## src/rtl/orclr_drain_pkg.sv

```systemverilog
// Shared types and widths for the OR-clear event drain master.
package orclr_drain_pkg;

  localparam int DATA_W = 32;
  localparam int ID_W   = 5;

  typedef enum logic [2:0] {
    IDLE,
    RD_REQ,
    RD_WAIT,
    POLL,
    DISPATCH,
    WR_REQ,
    WR_WAIT
  } drain_state_t;

  // True in every state that holds the Wishbone cycle open.
  function automatic logic is_bus_state(input drain_state_t s);
    return (s == RD_REQ) || (s == RD_WAIT) || (s == WR_REQ) || (s == WR_WAIT);
  endfunction

endpackage

```

## src/rtl/lsb_find.sv

```systemverilog
// Combinational lowest-set-bit encoder: index of the lowest 1 plus a found flag.
module lsb_find
  import orclr_drain_pkg::*;
(
  input  logic [DATA_W-1:0] vec,
  output logic [ID_W-1:0]   idx,
  output logic              found
);

  // Scan from the top down so the lowest set bit is the last one written.
  always_comb begin
    // NOTE: every output gets a default before the loop, otherwise a bit
    // pattern that never matches would leave idx/found holding and infer a latch.
    idx   = '0;
    found = 1'b0;
    for (int i = DATA_W - 1; i >= 0; i--) begin
      if (vec[i]) begin
        idx   = ID_W'(i);
        found = 1'b1;
      end
    end
  end

endmodule

```

## src/rtl/orclr_drain.sv

```systemverilog
// Autonomous Wishbone master that polls an OR-clear event register, streams
// each set bit as an event (lowest index first) and then clears exactly the
// dispatched bits with a single write-1-to-clear access.
module orclr_drain
  import orclr_drain_pkg::*;
#(
  parameter logic [DATA_W-1:0] REG_ADR  = '0,
  parameter int                POLL_DIV = 16,
  parameter int                TIMEOUT  = 255
) (
  input  logic              clk_i,
  input  logic              rst_n_i,
  input  logic              enable_i,
  output logic              wb_cyc_o,
  output logic              wb_stb_o,
  output logic              wb_we_o,
  output logic [DATA_W-1:0] wb_adr_o,
  output logic [3:0]        wb_sel_o,
  output logic [DATA_W-1:0] wb_dat_o,
  input  logic [DATA_W-1:0] wb_dat_i,
  input  logic              wb_ack_i,
  input  logic              wb_err_i,
  input  logic              wb_stall_i,
  output logic              evt_valid_o,
  output logic [ID_W-1:0]   evt_id_o,
  input  logic              evt_ready_i,
  output logic              busy_o,
  output logic              err_o,
  input  logic              err_clr_i
);

  localparam int PD_W = (POLL_DIV > 1) ? $clog2(POLL_DIV) : 1;
  localparam int TO_W = $clog2(TIMEOUT + 1);

  drain_state_t      state, next_state;
  logic [DATA_W-1:0] pend, mask;
  logic [PD_W-1:0]   poll_cnt;
  logic [TO_W-1:0]   to_cnt;
  logic              err_flag;

  logic [ID_W-1:0]   low_idx;
  logic              low_found;
  logic [DATA_W-1:0] low_bit;
  logic              bus_open;
  logic              bus_fail;
  logic              bus_done;
  logic              handshake;
  logic              poll_end;
  logic              last_event;

  lsb_find u_lsb_find (
    .vec   (pend),
    .idx   (low_idx),
    .found (low_found)
  );

  // Decode of bus completion, failure, event handshake and poll expiry.
  always_comb begin
    bus_open   = is_bus_state(state);
    bus_fail   = bus_open && (wb_err_i || (!wb_ack_i && (to_cnt == TO_W'(TIMEOUT))));
    bus_done   = bus_open && wb_ack_i && !wb_err_i;
    handshake  = (state == DISPATCH) && low_found && evt_ready_i;
    low_bit    = DATA_W'(1) << low_idx;
    last_event = handshake && ((pend & ~low_bit) == '0);
    poll_end   = (state == POLL) && (poll_cnt == PD_W'(POLL_DIV - 1));
  end

  // State register; asynchronous reset returns to IDLE and drops cyc at once.
  always_ff @(posedge clk_i or negedge rst_n_i) begin
    if (!rst_n_i) begin
      state <= IDLE;
    end else begin
      // NOTE: sequential state always uses non-blocking assignment so every
      // register samples pre-edge values regardless of block ordering.
      state <= next_state;
    end
  end

  // Next-state logic.
  always_comb begin
    next_state = state;
    case (state)
      IDLE:     if (enable_i) next_state = RD_REQ;
      RD_REQ: begin
        if (bus_fail)         next_state = POLL;
        else if (wb_ack_i)    next_state = (wb_dat_i == '0) ? POLL : DISPATCH;
        else if (!wb_stall_i) next_state = RD_WAIT;
      end
      RD_WAIT: begin
        if (bus_fail)         next_state = POLL;
        else if (wb_ack_i)    next_state = (wb_dat_i == '0) ? POLL : DISPATCH;
      end
      POLL:     if (poll_end) next_state = enable_i ? RD_REQ : IDLE;
      DISPATCH: if (last_event || !low_found) next_state = WR_REQ;
      WR_REQ: begin
        if (bus_fail)         next_state = POLL;
        else if (wb_ack_i)    next_state = RD_REQ;
        else if (!wb_stall_i) next_state = WR_WAIT;
      end
      WR_WAIT: begin
        if (bus_fail)         next_state = POLL;
        else if (wb_ack_i)    next_state = RD_REQ;
      end
      default:                next_state = IDLE;
    endcase
  end

  // Snapshot/mask bookkeeping, poll and timeout counters, sticky error flag.
  always_ff @(posedge clk_i or negedge rst_n_i) begin
    if (!rst_n_i) begin
      pend     <= '0;
      mask     <= '0;
      poll_cnt <= '0;
      to_cnt   <= '0;
      err_flag <= 1'b0;
    end else begin
      if (bus_fail) begin
        // A failed write leaves its bits set in the register; they come back
        // on the next read, so the local copy is simply dropped.
        pend <= '0;
        mask <= '0;
      end else if (bus_done && !wb_we_o && (wb_dat_i != '0)) begin
        pend <= wb_dat_i;
        mask <= '0;
      end else if (handshake) begin
        pend <= pend & ~low_bit;
        mask <= mask | low_bit;
      end

      poll_cnt <= ((state == POLL) && !poll_end) ? poll_cnt + 1'b1 : '0;

      // Restart on every completion so back-to-back write/read each get a full budget.
      to_cnt <= (bus_open && !wb_ack_i && !bus_fail) ? to_cnt + 1'b1 : '0;

      if (bus_fail)       err_flag <= 1'b1;
      else if (err_clr_i) err_flag <= 1'b0;
    end
  end

  // Output decode from the current state.
  always_comb begin
    wb_cyc_o    = 1'b0;
    wb_stb_o    = 1'b0;
    wb_we_o     = 1'b0;
    evt_valid_o = 1'b0;
    case (state)
      RD_REQ:   begin wb_cyc_o = 1'b1; wb_stb_o = 1'b1; end
      RD_WAIT:  begin wb_cyc_o = 1'b1; end
      WR_REQ:   begin wb_cyc_o = 1'b1; wb_stb_o = 1'b1; wb_we_o = 1'b1; end
      WR_WAIT:  begin wb_cyc_o = 1'b1; wb_we_o = 1'b1; end
      DISPATCH: evt_valid_o = low_found;
      default:  ;
    endcase
    evt_id_o = evt_valid_o ? low_idx : '0;
    wb_dat_o = wb_we_o ? mask : '0;
    wb_adr_o = REG_ADR;
    wb_sel_o = 4'hF;
    busy_o   = (state != IDLE);
    err_o    = err_flag;
  end

endmodule

```

## config.mk

```make
export PLATFORM = sky130hd
export DESIGN_NAME = orclr_drain
export DESIGN_NICKNAME = d
export VERILOG_FILES = /design/src/rtl/orclr_drain_pkg.sv /design/src/rtl/lsb_find.sv /design/src/rtl/orclr_drain.sv
export SDC_FILE = /design/constraint.sdc
export NUM_CORES = 1
export LEC_CHECK = 0
export ABC_CLOCK_PERIOD_IN_PS = 8060
export CORE_ASPECT_RATIO = 0.7
export CORE_MARGIN = 2
export CORE_UTILIZATION = 26
export CTS_CLUSTER_SIZE = 25
export DETAILED_ROUTE_END_ITERATION = 8
export DONT_BUFFER_PORTS = 1
export PLACE_DENSITY = 0.38
export SYNTH_ARGS = -nofsm -noshare
export SYNTH_HDL_FRONTEND = slang
export SYNTH_SLANG_ARGS = --single-unit
```

## constraint.sdc

```tcl
create_clock -name clk_i -period 8.06 [get_ports clk_i]
set_clock_uncertainty 0.1 [all_clocks]
set_input_delay 2.015 -clock clk_i [delete_from_list [all_inputs] [get_ports clk_i]]
set_output_delay 2.015 -clock clk_i [all_outputs]
set_load 0.02 [all_outputs]
```

# Yosys cells after proc, flatten, opt, wreduce, memory -nomap -nowiden

Index checks and enable logic that the tools add are counted.

Word-level logic and storage cells: 158
Output and inout port bits: 79
Register bits: 80

Shifts and indexed selects: 1
Reductions and logical operators: 35
Add/subtract/negate cells: 2
Bitwise operators: 3
Multiplexer cells: 96
Equality and inequality tests: 15

Operators by type and width:

| operator                                                           | count |
|---|---|
| 32-bit 2-to-1 mux                                                  | 7 |
| 5-bit 2-to-1 mux                                                   | 33 |
| 32-bit zero test                                                   | 2 |
| 3-bit 2-to-1 mux                                                   | 14 |
| 1-bit 2-to-1 mux                                                   | 39 |
| 32-bit AND                                                         | 1 |
| 32-bit inverter                                                    | 1 |
| 32-bit bitwise OR                                                  | 1 |
| 32-bit nonzero test                                                | 1 |
| 1-bit by 5-bit left shift with 32-bit output, first input constant | 1 |
| 3-bit one-hot mux with 7 select lines                              | 1 |
| 1-bit logical AND                                                  | 13 |
| 3-bit == test, second input constant                               | 3 |
| 8-bit by 1-bit adder with 8-bit output, second input constant      | 1 |
| 8-bit == test, second input constant                               | 1 |
| 8-bit 2-to-1 mux                                                   | 1 |
| 4-bit != test, second input constant                               | 2 |
| 7-bit AND reduction                                                | 1 |
| 3-bit by 2-bit == test with 1-bit output, second input constant    | 2 |
| 1-bit zero test                                                    | 6 |
| 3-bit != test, second input constant                               | 2 |
| 3-bit nonzero test                                                 | 2 |
| 1-bit logical OR                                                   | 5 |
| 4-bit by 1-bit adder with 4-bit output, second input constant      | 1 |
| other kinds (9)                                                    | 11 |

# Depth between registers and ports, before layout

Word-level depth: 40
Mapped depth: 12

# Modules after synthesis

From an unflattened synthesis, not the netlist that was laid out.

Cells, all modules: 619
Area total of the unflattened synthesis: 4,978.5 µm²

By module, submodules not included:

| module      | instances | area each (µm²) | cells each |
|---|---|---|---|
| orclr_drain | 1         | 4,608.2         | 554 |
| lsb_find    | 1         | 370.4           | 65 |

# Worst setup path before layout

No wires, ideal clock.

Path kind: register to output
From: register pend[27]
To: output port evt_id_o[2]
Data arrival time: 2.127 ns
Cell stages (with the launch flop): 7
Path slack: 3.818 ns
Cells stage by stage: dfrtp_1 > buf_6 > or4_4 > nand2b_4 > a311oi_4 > nor2_1 > nor3_1

Word-level cells in the longest chain between the ends: 30

RTL lines:

| element                        | RTL line           | source |
|---|---|---|
| start: declaration             | orclr_drain.sv:36  | `logic [DATA_W-1:0] pend, mask;` |
| start signal: assignment       | orclr_drain.sv:123 | `pend <= wb_dat_i;` |
| start signal: assignment       | orclr_drain.sv:126 | `pend <= pend & ~low_bit;` |
| 1-bit 2-to-1 mux (28 in a row) | lsb_find.sv:17     | `if (vec[i]) begin` |
| 1-bit 2-to-1 mux               | orclr_drain.sv:146 | `case (state)` |
| 5-bit 2-to-1 mux (*)           | orclr_drain.sv:154 | `evt_id_o = evt_valid_o ? low_idx : '0;` |
| end: declaration               | orclr_drain.sv:25  | `output logic [ID_W-1:0] evt_id_o,` |

Mark *: on every way between the ends. The rest lies on a longest branch, timed or not.

# Worst setup path after layout

From: register state[2]
To: output port evt_id_o[2]

Word-level cells in the longest chain between the ends: 3

RTL lines:

| element                  | RTL line           | source |
|---|---|---|
| start: declaration       | orclr_drain.sv:35  | `drain_state_t state, next_state;` |
| start signal: assignment | orclr_drain.sv:75  | `state <= next_state;` |
| 3-bit == test            | orclr_drain.sv:146 |  |
| 1-bit 2-to-1 mux         | orclr_drain.sv:146 |  |
| 5-bit 2-to-1 mux         | orclr_drain.sv:154 |  |

Every way passes these cells.

==> results.md <==
* Vias in the first global route at between 4000 and 5000
* Dpl hpwl at about 14000 um
* Critical path startpoint category: flip-flop
* CTS tree: done
* Syn Std Cell Area at 0.00509 mm^2
* Die ar. at 0.0207 mm^2
* Buf+Inv Stages, Crit Path at 1
* Num rows at 42
* Most used DFF post-synth: dfrtp_1
* CP cell instances: inv_1 > or3_1 > a21o_1 > nor3_1
* DRT Pass-1 Iters at 7
* Top-area cell type share of the netlist area at 0.393
* Grt ovf at 0
* Clock Sinks at 80
* Unrepaired setup endpoints after global routing: false
* Fin. max-slew vios at 0
* Slew margin rel. at 0.293
* Status: complete, no violations
* Starting Density at 0.268
* Worst Path Max Fanout at 36
* Initial antenna violation count at 0
* Post-synth cell types at just under 70
* Top cells by area, synth: dfrtp_1 39%, nor2_1 6.6%, a21oi_1 5.5%
* Antenna diodes at 0
* Critical Path RT at about 6000 ps
* GRT Resource Usage Total at 0.187
* Fmax at 199 MHz
* Crit path capture type: output port
* Die X at between 150 and 200 um
* WL final at 18700 um
* Largest stage delay, worst path at 930 ps
* Part of the cycle the worst path needs at 0.624
* Setup WS pre-CTS at 2750 ps
* Routability cong. at ~0.91
* Antenna-violating nets left at 0
* Clock slew seen by the registers of the worst setup and hold paths at around 60 ps
* Hold_buf cts at 0
* Worst-Margin Slew at 1060 ps
* Hold Fails Final Rpt at 0
* TritonCTS buffer count at 9
* Initial DRC count at roughly 400
* Clk_lat worst skew at 340 ps
* Crit-path slowest cell: dfrtp_1
* Worst Hold Class: reg2reg
* Post-CTS Setup Inserts at 0
* Worst EP arrival at 2920 ps
* Layout area overhead at 7.13%
* Yosys Warn Count at 0
* Fin crit period at 5030 ps
* WHS at 377 ps
* Area of the core at 0.0190 mm^2
* DRC at 0
* Area after DPL at between 0.005 and 0.006 mm^2
* Syn Area/Cell at 8.22 um^2
* Post-synthesis sequential area ratio at 0.393
* Htree depth at 3
* Post-CTS Resized at 0
* Post-Syn Instances at 619
* Wirelength per Cell at between 20 and 25 um
* Post-Route Setup TNS at 0 ps
* Fraction of layout cells with a size suffix above 1 at 0.0746
* CTS root buf: clkbuf_16
* Synth area leader: dfrtp_1
* Global-route wire length before repair at 28800 um
* Vias at 4609
* Kind of critical path: reg2out
* Post-synth EDFFs at 0
* Die Ht at 121 um
* Yosys reg bits at 80
* Mean number of vias per cell at approximately 5.3
* Pin count of the biggest net entering global routing at 81
* Async set-reset flop share out of synthesis at 1.00
* Cell area after layout at 0.00545 mm^2
* Fin nets at between 600 and 700
* Max cap viols at 0
* CP delay by family, top: simple AND/OR/NAND/NOR gates
* Final worst slack at 3030 ps
* Final setup viols at 0
* IO buf count at 0
* CTS Buffer Depth at 2
* Top Ports at 119
routing by layer:
layer | up-vias | share of wire | GRT usage
met5 | - | 0 | 0
met4 | 0 | 0.0088 | 0.0387
met3 | 11 | 0.083 | 0.0659
met2 | 164 | 0.40 | 0.251
met1 | 2306 | 0.51 | 0.284
li1 | 2128 | - | -
cell usage after synthesis (3+ instances only):
cell type and number:
nand2b_1 3, or3_1 6, o31ai_1 5, nand3_1 17, inv_1 22, nor4_1 17, nor2b_1 3, a2111oi_0 3
buf_4 37, xnor2_1 4, o311ai_0 9, o211ai_1 7, nand2_1 62, clkbuf_1 27, a21oi_1 56, and3_1 34
dfrtp_1 80, nor2_1 90, nor3_1 13, nor4_2 4, a211oi_1 3, xor2_1 5, buf_2 4, a21o_1 3
a32o_1 12, a31o_2 3, o2111ai_1 4, o21ai_0 22, or4_1 8, a31oi_1 6
cell families (layout without fill, tap and decap cells):
kind of cell / count (synthesis) / after routing / synth area share
buffers and inverters: 93 / 43 / 0.0998
other: 2 / 36 / 0.00148
XOR/XNOR: 9 / 9 / 0.0155
AND/OR/NAND/NOR: 273 / 273 / 0.268
AO/OA/AOI/OAI: 160 / 160 / 0.217
flip-flops: 80 / 80 / 0.393
adder cells (fa/ha/maj): 2 / 2 / 0.00492
cell type report:
cell class | count | area, um^2
Clock buffer | 10 | 229
Sequential cell | 80 | 2000
Clock inverter | 4 | 32.5
Fill cell | 2089 | 13600
Tap cell | 264 | 330
Inverter | 22 | 82.6
Timing Repair Buffer | 7 | 52.6
Multi-Input combinational cell | 480 | 2720
worst paths after layout:
path | cells past startpoint | end | slack [ps] | start
worst max-delay path | 4 | evt_id_o[2] | 3030 | state[2]$_DFFE_PN0P_
worst min-delay path | 1 | poll_cnt[0]$_DFF_PN0_ | 380 | poll_cnt[0]$_DFF_PN0_
worst max register to register | 10 | state[0]$_DFFE_PN0P_ | 3880 | state[2]$_DFFE_PN0P_
worst min register to register | 1 | poll_cnt[0]$_DFF_PN0_ | 380 | poll_cnt[0]$_DFF_PN0_
max in group asynchronous | 0 | pend[30]$_DFFE_PN0P_ | 6460 | rst_n_i
min in group asynchronous | 0 | mask[23]$_DFFE_PN0P_ | 1260 | rst_n_i
cell usage in the layout (no fill, tap or decap), types with 3 or more instances in the layout:
cell type,instances
buf_4,7
nand2_1,62
xnor2_1,4
o31ai_1,5
a211oi_1,3
or3_1,6
inv_1,22
nor3_1,13
nand2b_1,3
dfrtp_1,80
o211ai_1,7
clkbuf_16,9
nor2b_1,3
nor4_2,5
conb_1,36
a31oi_1,5
nor2_1,90
a32o_1,12
o311ai_0,9
a21o_1,3
or4_1,8
o21ai_2,3
nor4_1,16
a2111oi_0,3
a21oi_1,56
xor2_1,5
o21ai_0,22
o2111ai_1,4
a31o_2,3
and3_1,34
nand3_1,17
stage by stage:
step                 util  std cells
global placement    0.273        853
global route        0.287        867
CTS                 0.287        867
floorplan               -        653
finish              0.287        867
detailed placement  0.273        853
flip-flops by register name, indices dropped and copies added (netlist names):
signal,count
err_o,1
pend,32
mask,32
to_cnt,8
poll_cnt,4
state,3
worst reg2reg max path, stage by stage, from the launching register on:
cell and delay, ps:
dfrtp_1 930, inv_1 290, or3_1 500, a21o_1 260, inv_1 280, nand2_1 100
buf_4 230, a2111oi_0 430, nand3_1 130, or4_1 570, o41ai_2 260
Power is not shown: default switching activity piles up to over one toggle a cycle in this logic, so the estimate is an artifact.
